### src/rtl/mc_ctrl_pkg.sv
// Shared types and encodings for the multicycle ARM-subset control unit.
package mc_ctrl_pkg;

  typedef enum logic [3:0] {
    StFetch   = 4'd0,
    StDecode  = 4'd1,
    StMemAdr  = 4'd2,
    StMemRd   = 4'd3,
    StMemWb   = 4'd4,
    StMemWr   = 4'd5,
    StExecR   = 4'd6,
    StExecI   = 4'd7,
    StAluWb   = 4'd8,
    StBranch  = 4'd9,
    StUnknown = 4'd10
  } state_t;

  localparam logic [1:0] ALU_ADD = 2'b00;
  localparam logic [1:0] ALU_SUB = 2'b01;
  localparam logic [1:0] ALU_AND = 2'b10;
  localparam logic [1:0] ALU_ORR = 2'b11;

  localparam logic [1:0] OP_DP  = 2'b00;
  localparam logic [1:0] OP_MEM = 2'b01;
  localparam logic [1:0] OP_BR  = 2'b10;

  localparam logic [3:0] CMD_ADD = 4'b0100;
  localparam logic [3:0] CMD_SUB = 4'b0010;
  localparam logic [3:0] CMD_AND = 4'b0000;
  localparam logic [3:0] CMD_ORR = 4'b1100;

  localparam logic [3:0] COND_EQ = 4'b0000;
  localparam logic [3:0] COND_NE = 4'b0001;
  localparam logic [3:0] COND_GE = 4'b1010;
  localparam logic [3:0] COND_LT = 4'b1011;
  localparam logic [3:0] COND_GT = 4'b1100;
  localparam logic [3:0] COND_LE = 4'b1101;
  localparam logic [3:0] COND_AL = 4'b1110;

  // Unsupported commands fall back to ADD.
  function automatic logic [1:0] alu_decode(input logic alu_op, input logic [3:0] cmd);
    logic [1:0] ctl;
    ctl = ALU_ADD;
    if (alu_op) begin
      case (cmd)
        CMD_SUB: ctl = ALU_SUB;
        CMD_AND: ctl = ALU_AND;
        CMD_ORR: ctl = ALU_ORR;
        default: ctl = ALU_ADD;
      endcase
    end
    return ctl;
  endfunction

endpackage

### src/rtl/cond_unit.sv
// NZCV flags register and condition evaluation; cond_ex always reflects the stored flags.
module cond_unit
  import mc_ctrl_pkg::*;
(
  input  logic       clk,
  input  logic       reset,
  input  logic [3:0] cond,
  input  logic [3:0] alu_flags,
  input  logic       flag_write_nz,
  input  logic       flag_write_cv,
  output logic       cond_ex
);

  logic [3:0] flags_q;
  logic       n, z, v;
  logic       unused_carry;

  always_ff @(posedge clk) begin
    if (reset) begin
      flags_q <= 4'b0000;
    end else begin
      if (flag_write_nz) flags_q[3:2] <= alu_flags[3:2];
      if (flag_write_cv) flags_q[1:0] <= alu_flags[1:0];
    end
  end

  assign n            = flags_q[3];
  assign z            = flags_q[2];
  assign v            = flags_q[0];
  // Carry is kept for completeness but no supported condition reads it.
  assign unused_carry = flags_q[1];

  always_comb begin
    cond_ex = 1'b0;
    case (cond)
      COND_EQ: cond_ex = z;
      COND_NE: cond_ex = ~z;
      COND_GE: cond_ex = (n == v);
      COND_LT: cond_ex = (n != v);
      COND_GT: cond_ex = ~z & (n == v);
      COND_LE: cond_ex = z | (n != v);
      COND_AL: cond_ex = 1'b1;
      default: cond_ex = 1'b0;
    endcase
  end

endmodule

### src/rtl/mc_controller.sv
// Multicycle control unit: Moore main FSM, ALU decoder and gated write strobes.
module mc_controller
  import mc_ctrl_pkg::*;
#(
  parameter bit UNKNOWN_TRAP = 1'b0
) (
  input  logic       clk,
  input  logic       reset,
  input  logic [3:0] cond,
  input  logic [1:0] op,
  input  logic [5:0] funct,
  input  logic [3:0] alu_flags,
  output logic       pc_write,
  output logic       ir_write,
  output logic       adr_src,
  output logic       mem_write,
  output logic       reg_write,
  output logic       alu_src_a,
  output logic [1:0] alu_src_b,
  output logic [1:0] result_src,
  output logic [1:0] alu_control,
  output logic [1:0] imm_src,
  output logic [1:0] reg_src,
  output logic [3:0] state_dbg
);

  state_t state_q, state_d;
  logic   next_pc, branch, reg_w, mem_w, ir_w, alu_op;
  logic   cond_ex, in_exec, flag_write_nz, flag_write_cv;
  logic [3:0] cmd;

  assign cmd = funct[4:1];

  always_ff @(posedge clk) begin
    if (reset) state_q <= StFetch;
    else       state_q <= state_d;
  end

  always_comb begin
    state_d = StFetch;
    unique case (state_q)
      StFetch:  state_d = StDecode;
      StDecode: begin
        case (op)
          OP_MEM:  state_d = StMemAdr;
          OP_DP:   state_d = funct[5] ? StExecI : StExecR;
          OP_BR:   state_d = StBranch;
          default: state_d = StUnknown;
        endcase
      end
      StMemAdr:  state_d = funct[0] ? StMemRd : StMemWr;
      StMemRd:   state_d = StMemWb;
      StExecR:   state_d = StAluWb;
      StExecI:   state_d = StAluWb;
      StUnknown: state_d = UNKNOWN_TRAP ? StUnknown : StFetch;
      default:   state_d = StFetch;
    endcase
  end

  always_comb begin
    next_pc    = 1'b0;
    branch     = 1'b0;
    reg_w      = 1'b0;
    mem_w      = 1'b0;
    ir_w       = 1'b0;
    alu_op     = 1'b0;
    adr_src    = 1'b0;
    alu_src_a  = 1'b0;
    alu_src_b  = 2'b00;
    result_src = 2'b00;
    unique case (state_q)
      StFetch: begin
        alu_src_a  = 1'b1;
        alu_src_b  = 2'b10;
        result_src = 2'b10;
        ir_w       = 1'b1;
        next_pc    = 1'b1;
      end
      StDecode: begin
        alu_src_a  = 1'b1;
        alu_src_b  = 2'b10;
        result_src = 2'b10;
      end
      StMemAdr: alu_src_b = 2'b01;
      StMemRd:  adr_src = 1'b1;
      StMemWb: begin
        result_src = 2'b01;
        reg_w      = 1'b1;
      end
      StMemWr: begin
        adr_src = 1'b1;
        mem_w   = 1'b1;
      end
      StExecR: alu_op = 1'b1;
      StExecI: begin
        alu_src_b = 2'b01;
        alu_op    = 1'b1;
      end
      StAluWb: reg_w = 1'b1;
      StBranch: begin
        alu_src_b  = 2'b01;
        result_src = 2'b10;
        branch     = 1'b1;
      end
      StUnknown: ;
      default: ;
    endcase
  end

  assign in_exec       = (state_q == StExecR) || (state_q == StExecI);
  assign flag_write_nz = in_exec & funct[0] & cond_ex;
  assign flag_write_cv = flag_write_nz & ((cmd == CMD_ADD) || (cmd == CMD_SUB));

  cond_unit u_cond_unit (
    .clk           (clk),
    .reset         (reset),
    .cond          (cond),
    .alu_flags     (alu_flags),
    .flag_write_nz (flag_write_nz),
    .flag_write_cv (flag_write_cv),
    .cond_ex       (cond_ex)
  );

  // Architectural strobes are suppressed for the whole reset cycle.
  assign pc_write  = ~reset & (next_pc | (branch & cond_ex));
  assign ir_write  = ~reset & ir_w;
  assign reg_write = ~reset & reg_w & cond_ex;
  assign mem_write = ~reset & mem_w & cond_ex;

  assign alu_control = alu_decode(alu_op, cmd);
  assign imm_src     = op;
  assign reg_src     = {op == OP_MEM, op == OP_BR};
  assign state_dbg   = state_q;

endmodule

### config.mk
export PLATFORM = sky130hd
export DESIGN_NAME = mc_controller
export DESIGN_NICKNAME = d
export VERILOG_FILES = /design/src/rtl/mc_ctrl_pkg.sv /design/src/rtl/cond_unit.sv /design/src/rtl/mc_controller.sv
export SDC_FILE = /design/constraint.sdc
export NUM_CORES = 1
export LEC_CHECK = 0
export ABC_CLOCK_PERIOD_IN_PS = 2000
export CELL_PAD_IN_SITES_DETAIL_PLACEMENT = 0
export CELL_PAD_IN_SITES_GLOBAL_PLACEMENT = 2
export CORE_MARGIN = 10
export CORE_UTILIZATION = 19
export DETAILED_ROUTE_END_ITERATION = 8
export HOLD_SLACK_MARGIN = 0.02
export MAX_ROUTING_LAYER = met4
export PLACE_DENSITY_LB_ADDON = 0.3
export SKIP_LAST_GASP = 1
export SYNTH_ARGS = -nofsm -noshare
export SYNTH_HDL_FRONTEND = slang
export SYNTH_SLANG_ARGS = --single-unit
### constraint.sdc
create_clock -name clk -period 2 [get_ports clk]
set_input_delay 0.3 -clock clk [delete_from_list [all_inputs] [get_ports clk]]
set_output_delay 0.3 -clock clk [all_outputs]
set_load 0.05 [all_outputs]
# After elaboration in Yosys (flattened, before gate mapping)
# Index checks and enable logic that the tools add are counted.
# totals
input_bits	18
reg_bits	7
wordCells	68
output_inout_bits	20
# classes
mux	16
bitwise_logic	15
reduce_logical	12
eq_ne	22
# ops
cell	n
== test 4 bit, second input constant	8
== test 4 x 3 -> 1 bit, second input constant	5
case mux 4 bit (5 select lines)	1
== test 4 x 2 -> 1 bit, second input constant	3
zero test 4 bit	3
case mux 4 bit (3 select lines)	1
AND 1 bit	11
== test 4 x 1 -> 1 bit, second input constant	2
two-way mux 1 bit	8
case mux 2 bit (2 select lines)	2
OR reduction 2 bit	4
case mux 1 bit (7 select lines)	1
case mux 2 bit (3 select lines)	1
OR reduction 3 bit	2
two-way mux 3 bit	1
== test 2 x 1 -> 1 bit, second input constant	1
== test 2 bit, second input constant	1
zero test 2 bit	1
logical OR 1 bit	2
two-way mux 2 bit	1
NOT 1 bit	2
OR 1 bit	2
== test 1 bit	1
!= test 1 bit	1

# Depth between registers and ports, before layout
# Gate-level depths: netlist of the first run.
# logic_depth
ltp_word	6
mapped_depth	5
ltp_nobuf	5

# Modules after synthesis
# Synthesis of the first run repeated with hierarchy kept, for this count alone.
# unflattened
hier_cells	81
hier_area_um2	645.6
# modules_own_cells
module	area_each_um2	seq_area_each_um2	instances	cells_per_inst
mc_controller	446.7	80.1	1	58
cond_unit	198.9	60.1	1	23

# Worst setup path before layout of the first run
# No wires, ideal clock.
# synth_path
path_type	input -> output
from	in cond[0]
to	out mem_write
slack_ns	-0.962
required_time_ns	1.700
path_stages	5
arrival_ns	2.662
path_cell_list	or4b_1 > o22ai_1 > a211oi_1 > and2_1 > nor4_1
# synth_between
elab_chain_len	3
word_cells_on_any_way	9
# synth_lines
element	line	text
start: declaration	mc_controller.sv:9	input logic [3:0] cond,
== test 4 bit (tied with other cells)	cond_unit.sv:35	case (cond)
case mux 1 bit (7 select lines) (*)	cond_unit.sv:35	
AND 1 bit (*)	mc_controller.sv:128	assign mem_write = ~reset & mem_w & cond_ex;
end: declaration	mc_controller.sv:16	output logic mem_write,
# Every way passes the cells marked *; elsewhere a longest branch is shown, timed or not.

# Final worst setup path of the first run
# layout_path
from	reg u_cond_unit.flags_q[2]
to	out reg_write
# layout_between
elab_chain_len	4
word_cells_on_any_way	5
# layout_lines
element	line	text
start: declaration	cond_unit.sv:14	logic [3:0] flags_q;
start signal: assignment	cond_unit.sv:22	if (flag_write_nz) flags_q[3:2] <= alu_flags[3:2];
NOT 1 bit	cond_unit.sv:37, cond_unit.sv:40	
AND 1 bit	cond_unit.sv:40	COND_GT: cond_ex = ~z & (n == v);
case mux 1 bit (7 select lines) (*)	cond_unit.sv:35	
AND 1 bit (*)	mc_controller.sv:127	assign reg_write = ~reset & reg_w & cond_ex;
end: declaration	mc_controller.sv:17	output logic reg_write,
# Marked as above.

==> metrics.csv, run 1 <==
stage,metric,value,unit
synthesis,Mapped Cells,89,
synthesis,fraction of the yosys area taken by sequential cells,21.3,%
global_routing,largest net degree at the start of global routing,12,
cts,clk root buf,sky130_fd_sc_hd__clkbuf_4,
global_routing,via count of the first global-routing pass,821,
worst_setup_path,slack of the worst reg-to-reg path,240,ps
worst_setup_path,critical path's largest stage delay,470,ps
floorplanning,DIE HEIGHT,78.9,µm
worst_setup_path,required time of the critical path,1700,ps
global_routing,GRT Residual Overflow,0,
sta,Max Slew Vio Count,0,
sta,Final WS setup,-174,ps
final_layout,Inserted Diodes,0,
floorplanning,starting density of the core,19.7,%
sta,clk_skew,0.942,ps
synthesis,number of enable flip-flop cells after synthesis,0,
hold_path,critical hold path startpoint,u_cond_unit.flags_q[2]$_SDFFE_PP0P_,
sta,Worst-Margin Slew,384,ps
floorplanning,Die Width,78.9,µm
outcome,status,"complete, but fails checks",
synthesis,"area leader, netlist",sky130_fd_sc_hd__dfxtp_1,
sta,Max-slew headroom,74.4,%
place,Port Buffers,36,
detailed_routing,routed wire length,2.49,mm
worst_setup_path,class of the most critical setup path,register to output port,
place,total placed cells including tap cells,176,
cts,# clock sinks,7,
synthesis,average instance area after synthesis,7.39,µm²
worst_setup_path,Setup crit end kind,output port,
outcome,violated checks,setup timing,
cts,buffer depth of the longest clock path,2,
power,power density of the placed cells,487,mW/mm²
power,VDD IR max,358,µV
worst_setup_path,R2R Path End,u_cond_unit.flags_q[3]$_SDFFE_PP0P_,
final_layout,Syn-to-layout area delta,118,%
cts,count of hold-fix buffers inserted at cts,0,
worst_setup_path,standard cell with the maximum stage delay on the critical path,sky130_fd_sc_hd__or4b_4,
synthesis,Mapped Nets,107,
place,worst setup slack before clock tree synthesis,-419,ps
synthesis,"Top FF cell, synth",sky130_fd_sc_hd__dfxtp_1,
worst_setup_path,worst path arrival time,1870,ps
sta,time the final worst path needs with I/O delays and setup,2170,ps
worst_setup_path,number of cell instances on the worst register-to-register path,6,
detailed_routing,total number of vias,810,
sta,final number of hold-violating endpoints,0,
detailed_routing,1st-iter DRT viols,18,
sta,Tcrit/Tclk final,109,%
cts,CTS tree,built,
place,Detailed Place HPWL,2.00,mm
worst_setup_path,CP max FO,4,
hold_path,Hold Path Depth,2,
global_routing,antenna violations before repair,0,
sta,achievable clock frequency,0.460,GHz
synthesis,number of flip-flops and latches in the synthesized netlist,7,
worst_setup_path,kind of start point of the critical path,register,
detailed_routing,remaining antenna violation count,0,
worst_setup_path,ordered list of cells on the worst path,"or4b_4, o22ai_4, a211oi_2, and2_4, buf_6, nor3_4, buf_12",
synthesis,count of yosys warnings during synthesis,0,
detailed_routing,Initial DRT Pass Iterations,3,
cts,total CTS buffers,3,
cts,CTS H-tree depth,1,
final_layout,layout cell share with drive strength beyond 1,44.1,%
power,reported leakage power,0.522,nW
synthesis,total standard cell area after synthesis,658,µm²
run,number of max-cap violations,0,
cts,clock-pin slew of the registers on the worst-case setup and hold paths,50,ps
sta,unrepaired setup endpoints after global routing,true,
hold_path,worst hold path type,register to register,
floorplanning,row count,21,
floorplanning,IO Pins,38,
place,gp weighted congestion,0.763,
cts,worst skew pair latency,240,ps
sta,final setup fails,3,
detailed_routing,DRC violations left,0,
synthesis,async set or reset register ratio after synthesis,0,%
detailed_routing,detail-routed net length per standard cell,13.7,µm
global_routing,GRT Resource Usage Total,8.06,%
synthesis,synth top area cells,"sky130_fd_sc_hd__dfxtp_1 21%, sky130_fd_sc_hd__nor3_1 6.8%, sky130_fd_sc_hd__nand2b_1 6.7%, sky130_fd_sc_hd__mux2i_1 4.6%, sky130_fd_sc_hd__nor2_1 4.6%",
final_layout,number of cells in the finished layout apart from fillers,182,
global_routing,global-route wire length before repair,4.02,mm
floorplanning,full die area,0.00622,mm²
synthesis,top-area cell type share of the netlist area,21.3,%
hold_path,Hold Path Sink,u_cond_unit.flags_q[2]$_SDFFE_PP0P_,
floorplanning,core area,0.00334,mm²
detailed_routing,detailed-route vias per instance,4.45,
synthesis,number of library cell types mapped by synthesis,35,
final_layout,number of nets in the layout,155,
worst_setup_path,reg2reg start,u_cond_unit.flags_q[2]$_SDFFE_PP0P_,
## critical path, delay by kind of cell, from the launching register on
kind	cells	cell delay, ps
AO/OA/AOI/OAI	2	200
buffers and inverters	2	270
flip-flops	1	340
AND/OR/NAND/NOR	3	800
## area by class of cell
class | count | area (µm²)
tap | 46 | 57.6
timing repair buffer | 50 | 592
inverter | 4 | 15.0
fill | 354 | 1900
clock buffer | 4 | 26.3
multi-input combinational | 71 | 597
sequential | 7 | 145
## logic make-up (layout without fill, tap and decap cells)
kind of cell,after synthesis,in the layout,synth area share (%)
xor+xnor,4,4,5.32
mux,3,3,4.56
simple gates,46,46,41.8
flops,7,7,21.3
compound gates,18,18,19.6
buf+inv,11,58,7.41
## cell usage after synthesis (all sizes together), types with 2 or more instances
cell and instances:
or4b 2, or3 3, inv 4, dfxtp 7
nand2 5, nand4b 3, o21ai 2, mux2i 3
nor4b 2, buf 3, a211oi 3, clkbuf 4
a21o 2, a21oi 5, nand2b 8, nor2 8
xnor2 3, nor2b 3, nor3 9
## state kept, by name (all words and copies together) (netlist names)
signal / count
u_cond_unit.flags_q: 3
state_dbg: 4
## cells in the final DEF, fill, tap and decap left out, types with 2 or more instances in the layout
master	instances
sky130_fd_sc_hd__a211oi_2	2
sky130_fd_sc_hd__a21o_1	2
sky130_fd_sc_hd__a21oi_1	4
sky130_fd_sc_hd__buf_12	14
sky130_fd_sc_hd__buf_4	19
sky130_fd_sc_hd__clkbuf_4	3
sky130_fd_sc_hd__clkdlybuf4s15_1	2
sky130_fd_sc_hd__clkdlybuf4s50_1	12
sky130_fd_sc_hd__dfxtp_1	3
sky130_fd_sc_hd__dfxtp_2	4
sky130_fd_sc_hd__dlygate4sd2_1	2
sky130_fd_sc_hd__inv_1	3
sky130_fd_sc_hd__mux2i_1	3
sky130_fd_sc_hd__nand2_1	5
sky130_fd_sc_hd__nand2b_1	7
sky130_fd_sc_hd__nand4b_1	3
sky130_fd_sc_hd__nor2_1	7
sky130_fd_sc_hd__nor2b_1	3
sky130_fd_sc_hd__nor3_1	5
sky130_fd_sc_hd__nor3_4	3
sky130_fd_sc_hd__nor4b_1	2
sky130_fd_sc_hd__o21ai_0	2
sky130_fd_sc_hd__or3_1	2
sky130_fd_sc_hd__xnor2_1	2
## where the power goes
group	switching (mW)	internal, mW
clock network	0.0478	0.0759
registers	0.0113	0.148
logic	0.237	0.178
## per-layer routing
layer  global-route usage [%]  wire, µm
met5                        -         0
met4                     1.08         0
met3                     2.70        97
met2                     13.2      1240
met1                     9.65      1160
## what timing repair did
item                       in CTS  in global routing
resized for setup              12                  5
buffers inserted                2                  2
pin swaps                       6                  2
setup endpoints to repair       5                  4
## through the flow
step / setup TNS [ps] / hold slack (ps) / area (µm²) / power (mW) / utilization [%]
floorplan: -559 / 456 / 743 / 0.390 / -
global placement: -1550 / 475 / 1340 / 0.571 / 40.2
detailed placement: -1770 / 484 / 1340 / 0.572 / 40.2
CTS: -523 / 493 / 1400 / 0.706 / 42.0
global route: -657 / 529 / 1430 / 0.741 / 42.9
finish: -347 / 485 / 1430 / 0.697 / 42.9
## how the worst max path moves through the flow
stage	startpoint	endpoint	slack [ps]	cells past startpoint
detailed placement	cond[0]	mem_write	-420	7
global route	u_cond_unit.flags_q[2]$_SDFFE_PP0P_	reg_write	-270	7
CTS	u_cond_unit.flags_q[2]$_SDFFE_PP0P_	mem_write	-230	6
finish	u_cond_unit.flags_q[2]$_SDFFE_PP0P_	reg_write	-170	7
global placement	cond[0]	mem_write	-390	7
floorplan	state_dbg[0]$_SDFF_PP0_	result_src[1]	-140	3
(Power assumes the default switching activity.)
==> inputs of run 2 (changes only) <==
--- a/config.mk
+++ b/config.mk
@@ -15,6 +15,7 @@
 export MAX_ROUTING_LAYER = met4
 export PLACE_DENSITY_LB_ADDON = 0.3
 export SKIP_LAST_GASP = 1
+export SLEW_MARGIN = 0
 export SYNTH_ARGS = -nofsm -noshare
 export SYNTH_HDL_FRONTEND = slang
 export SYNTH_SLANG_ARGS = --single-unit
==> results of run 2 <==
Same layout as run 1: the final DEF is identical, and so are final timing and power.
==> inputs of run 3 (changes only) <==
--- a/config.mk
+++ b/config.mk
@@ -5,11 +5,11 @@
 export SDC_FILE = /design/constraint.sdc
 export NUM_CORES = 1
 export LEC_CHECK = 0
-export ABC_CLOCK_PERIOD_IN_PS = 2000
+export ABC_CLOCK_PERIOD_IN_PS = 2700
 export CELL_PAD_IN_SITES_DETAIL_PLACEMENT = 0
 export CELL_PAD_IN_SITES_GLOBAL_PLACEMENT = 2
 export CORE_MARGIN = 10
-export CORE_UTILIZATION = 19
+export CORE_UTILIZATION = 20
 export DETAILED_ROUTE_END_ITERATION = 8
 export HOLD_SLACK_MARGIN = 0.02
 export MAX_ROUTING_LAYER = met4
==> constraint.sdc (replaced) <==
create_clock -name clk -period 2.7 [get_ports clk]
set_input_delay 0.405 -clock clk [delete_from_list [all_inputs] [get_ports clk]]
set_output_delay 0.405 -clock clk [all_outputs]
set_load 0.05 [all_outputs]
==> run 3 against run 2 <==
  * The flow now finishes without violations
  * Sequential cell count unchanged
  * Critical path depth unchanged
  * Register-to-register slack better by 410 ps
  * Clock power down 25%
  * Global-route usage down 0.48 points
  * Non-clock buffer count down 9
  * Cell count down 6.0%
  * Sequential share of layout area up 1.7 points
  * First-iteration DRC count down 5.6%
  * Via count down 5.3%
  * Cell area down 17%
  * Clock skew up 6.2 ps
  * Critical path type is now input pin to output port
  * Largest cell class unchanged
==> metrics.csv, run 3 (same netlist as run 1, synthesis figures left out) <==
stage,metric,value,unit
power,share of total power consumed by net switching,42.7,%
sta,Tcrit/Tclk final,98.1,%
final_layout,"leading cell type in the layout, fill and taps excluded",sky130_fd_sc_hd__clkdlybuf4s50_1,
detailed_routing,routed wire length,2.26,mm
worst_setup_path,reg2reg start,state_dbg[2]$_SDFF_PP0_,
worst_setup_path,CP max FO,5,
final_layout,flip-flop count of the largest register after layout,4,
global_routing,antenna violations before repair,0,
worst_setup_path,Setup crit end kind,output port,
sta,Worst-Margin Slew,527,ps
sta,achievable clock frequency,0.378,GHz
sta,unrepaired setup endpoints after global routing,true,
cts,CTS tree,built,
final_layout,Syn-to-layout area delta,80.4,%
power,total internal power,0.268,mW
detailed_routing,Initial DRT Pass Iterations,4,
worst_setup_path,R2R Path End,u_cond_unit.flags_q[0]$_SDFFE_PP0P_,
cts,buffer depth of the longest clock path,2,
worst_setup_path,slack of the worst reg-to-reg path,650,ps
cts,total CTS buffers,3,
floorplanning,full die area,0.00599,mm²
power,power density of the placed cells,395,mW/mm²
worst_setup_path,ordered list of cells on the worst path,"clkdlybuf4s50_1, or4b_1, o22ai_1, a211oi_2, and2_1, nor4_4, buf_12",
worst_setup_path,kind of start point of the critical path,input pin,
floorplanning,Die Width,77.4,µm
final_layout,Inserted Diodes,0,
detailed_routing,DRC violations left,0,
detailed_routing,1st-iter DRT viols,17,
worst_setup_path,number of buffer and inverter stages on the critical path,2,
power,VDD IR max,224,µV
detailed_routing,remaining antenna violation count,0,
outcome,status,"complete, no violations",
final_layout,most frequent cells in the layout,"27 x sky130_fd_sc_hd__clkdlybuf4s50_1, 8 x sky130_fd_sc_hd__nor3_1, 8 x sky130_fd_sc_hd__nor2_1, 8 x sky130_fd_sc_hd__buf_4",
power,reported leakage power,0.410,nW
cts,CTS H-tree depth,1,
cts,count of hold-fix buffers inserted at cts,0,
place,Detailed Place HPWL,1.84,mm
floorplanning,starting density of the core,21.2,%
worst_setup_path,end point of the critical path,mem_write,
sta,final number of hold-violating endpoints,0,
sta,Max-slew headroom,64.8,%
place,Port Buffers,36,
global_routing,via count of the first global-routing pass,769,
power,part of the total power dissipated in sequential elements,26.3,%
sta,final setup fails,0,
final_layout,number of nets in the layout,146,
worst_setup_path,standard cell with the maximum stage delay on the critical path,sky130_fd_sc_hd__or4b_1,
final_layout,number of cells in the finished layout apart from fillers,171,
sta,time the final worst path needs with I/O delays and setup,2650,ps
run,number of max-cap violations,0,
worst_setup_path,required time of the critical path,2300,ps
detailed_routing,detail-routed net length per standard cell,13.2,µm
worst_setup_path,class of the most critical setup path,input pin to output port,
worst_setup_path,cell family with the largest share of critical-path delay,simple AND/OR/NAND/NOR gates,
worst_setup_path,Crit path depth,7,
worst_setup_path,number of cell instances on the worst register-to-register path,5,
cts,clk root buf,sky130_fd_sc_hd__clkbuf_4,
final_layout,layout cell share with drive strength beyond 1,20.5,%
global_routing,global-route wire length before repair,3.71,mm
power,Clock power frac,19.8,%
sta,Max Slew Vio Count,0,
power,Net Switching,0.200,mW
global_routing,GRT Residual Overflow,0,
detailed_routing,total number of vias,767,
worst_setup_path,worst path arrival time,2240,ps
place,total placed cells including tap cells,167,
power,portion of total power attributed to combinational logic,53.8,%
detailed_routing,detailed-route vias per instance,4.49,
floorplanning,DIE HEIGHT,77.4,µm
global_routing,GRT Resource Usage Total,7.58,%
floorplanning,row count,20,
cts,clock-pin slew of the registers on the worst-case setup and hold paths,50,ps
place,gp weighted congestion,0.749,
sta,clk_skew,7.10,ps
hold_path,worst hold path type,register to register,
cts,Post CTS Setup Buffer Count,0,
worst_setup_path,first element of the critical path,cond[3],
global_routing,largest net degree at the start of global routing,13,
cts,worst skew pair latency,250,ps
power,Final Total Pwr,0.469,mW
floorplanning,core area,0.00310,mm²
floorplanning,IO Pins,38,
cts,# clock sinks,7,
worst_setup_path,critical path's largest stage delay,500,ps
[run 3: cell count changes in the layout (fill, tap and decap cells not counted), moves of 3 or more]
cell                              delta
sky130_fd_sc_hd__buf_12              -9
sky130_fd_sc_hd__buf_4              -11
sky130_fd_sc_hd__clkdlybuf4s50_1    +15
sky130_fd_sc_hd__dfxtp_1             +4
sky130_fd_sc_hd__dfxtp_2             -4
sky130_fd_sc_hd__nor3_1              +3
sky130_fd_sc_hd__nor3_4              -3
[run 3: how the worst min path moves through the flow]
stage | startpoint | endpoint | slack (ps) | cells after the start
floorplan | u_cond_unit.flags_q[3]$_SDFFE_PP0P_ | u_cond_unit.flags_q[3]$_SDFFE_PP0P_ | 460 | 2
global placement | u_cond_unit.flags_q[0]$_SDFFE_PP0P_ | u_cond_unit.flags_q[0]$_SDFFE_PP0P_ | 480 | 2
detailed placement | u_cond_unit.flags_q[3]$_SDFFE_PP0P_ | u_cond_unit.flags_q[3]$_SDFFE_PP0P_ | 480 | 2
CTS | u_cond_unit.flags_q[3]$_SDFFE_PP0P_ | u_cond_unit.flags_q[3]$_SDFFE_PP0P_ | 490 | 2
global route | u_cond_unit.flags_q[3]$_SDFFE_PP0P_ | u_cond_unit.flags_q[3]$_SDFFE_PP0P_ | 520 | 2
finish | u_cond_unit.flags_q[3]$_SDFFE_PP0P_ | u_cond_unit.flags_q[3]$_SDFFE_PP0P_ | 490 | 2
[run 3: power by group through the flow]
stage	sequential, mW	combinational [mW]	clock (mW)
6_report	0.123	0.252	0.0930
5_1_grt	0.126	0.267	0.101
4_1_cts	0.123	0.255	0.0971
3_5_place_dp	0.126	0.252	0
3_3_place_gp	0.125	0.251	0
2_1_floorplan	0.133	0.140	0
[run 3: layout make-up]
cell class                      count  area, µm²
Fill cell                         363       1920
Timing Repair Buffer               41        443
Clock buffer                        4       26.3
Sequential cell                     7        140
Multi-Input combinational cell     71        508
Tap cell                           44       55.1
Inverter                            4       15.0
[run 3: routing by layer]
metal	part of all wire, %	routed length (µm)	vias to the layer above	track usage, %
li1	-	-	396	-
met1	53	1200	336	10.5
met2	44	990	35	11.0
met3	3.3	75	0	1.38
met4	0	0	0	1.64
met5	0	0	-	-
[run 3: per-stage QoR]
| stage | util (%) | cell area [µm²] | setup slack, ps | hold WS [ps] | TNS [ps] |
|---|---|---|---|---|---|
| floorplan | - | 677 | 29.4 | 462 | 0 |
| global placement | 36.7 | 1140 | -21.0 | 476 | -21.0 |
| detailed placement | 36.7 | 1140 | -61.2 | 482 | -74.5 |
| CTS | 37.8 | 1170 | -9.69 | 489 | -9.69 |
| global route | 38.3 | 1190 | -20.7 | 523 | -35.3 |
| finish | 38.3 | 1190 | 52.4 | 485 | 0 |
[run 3: what timing repair did]
item,4_1_cts,5_1_grt
hold endpoints to repair,0,0
resized for setup,1,3
setup endpoints to repair,2,3
pin swaps,1,0
[run 3: worst reg2reg max path: cells and delay by family (launching register included)]
| kind | cells | cell delay [ps] |
|---|---|---|
| AOI/OAI and AO/OA | 1 | 140 |
| and+or+nand+nor | 3 | 1030 |
| muxes | 1 | 200 |
| DFF | 1 | 600 |
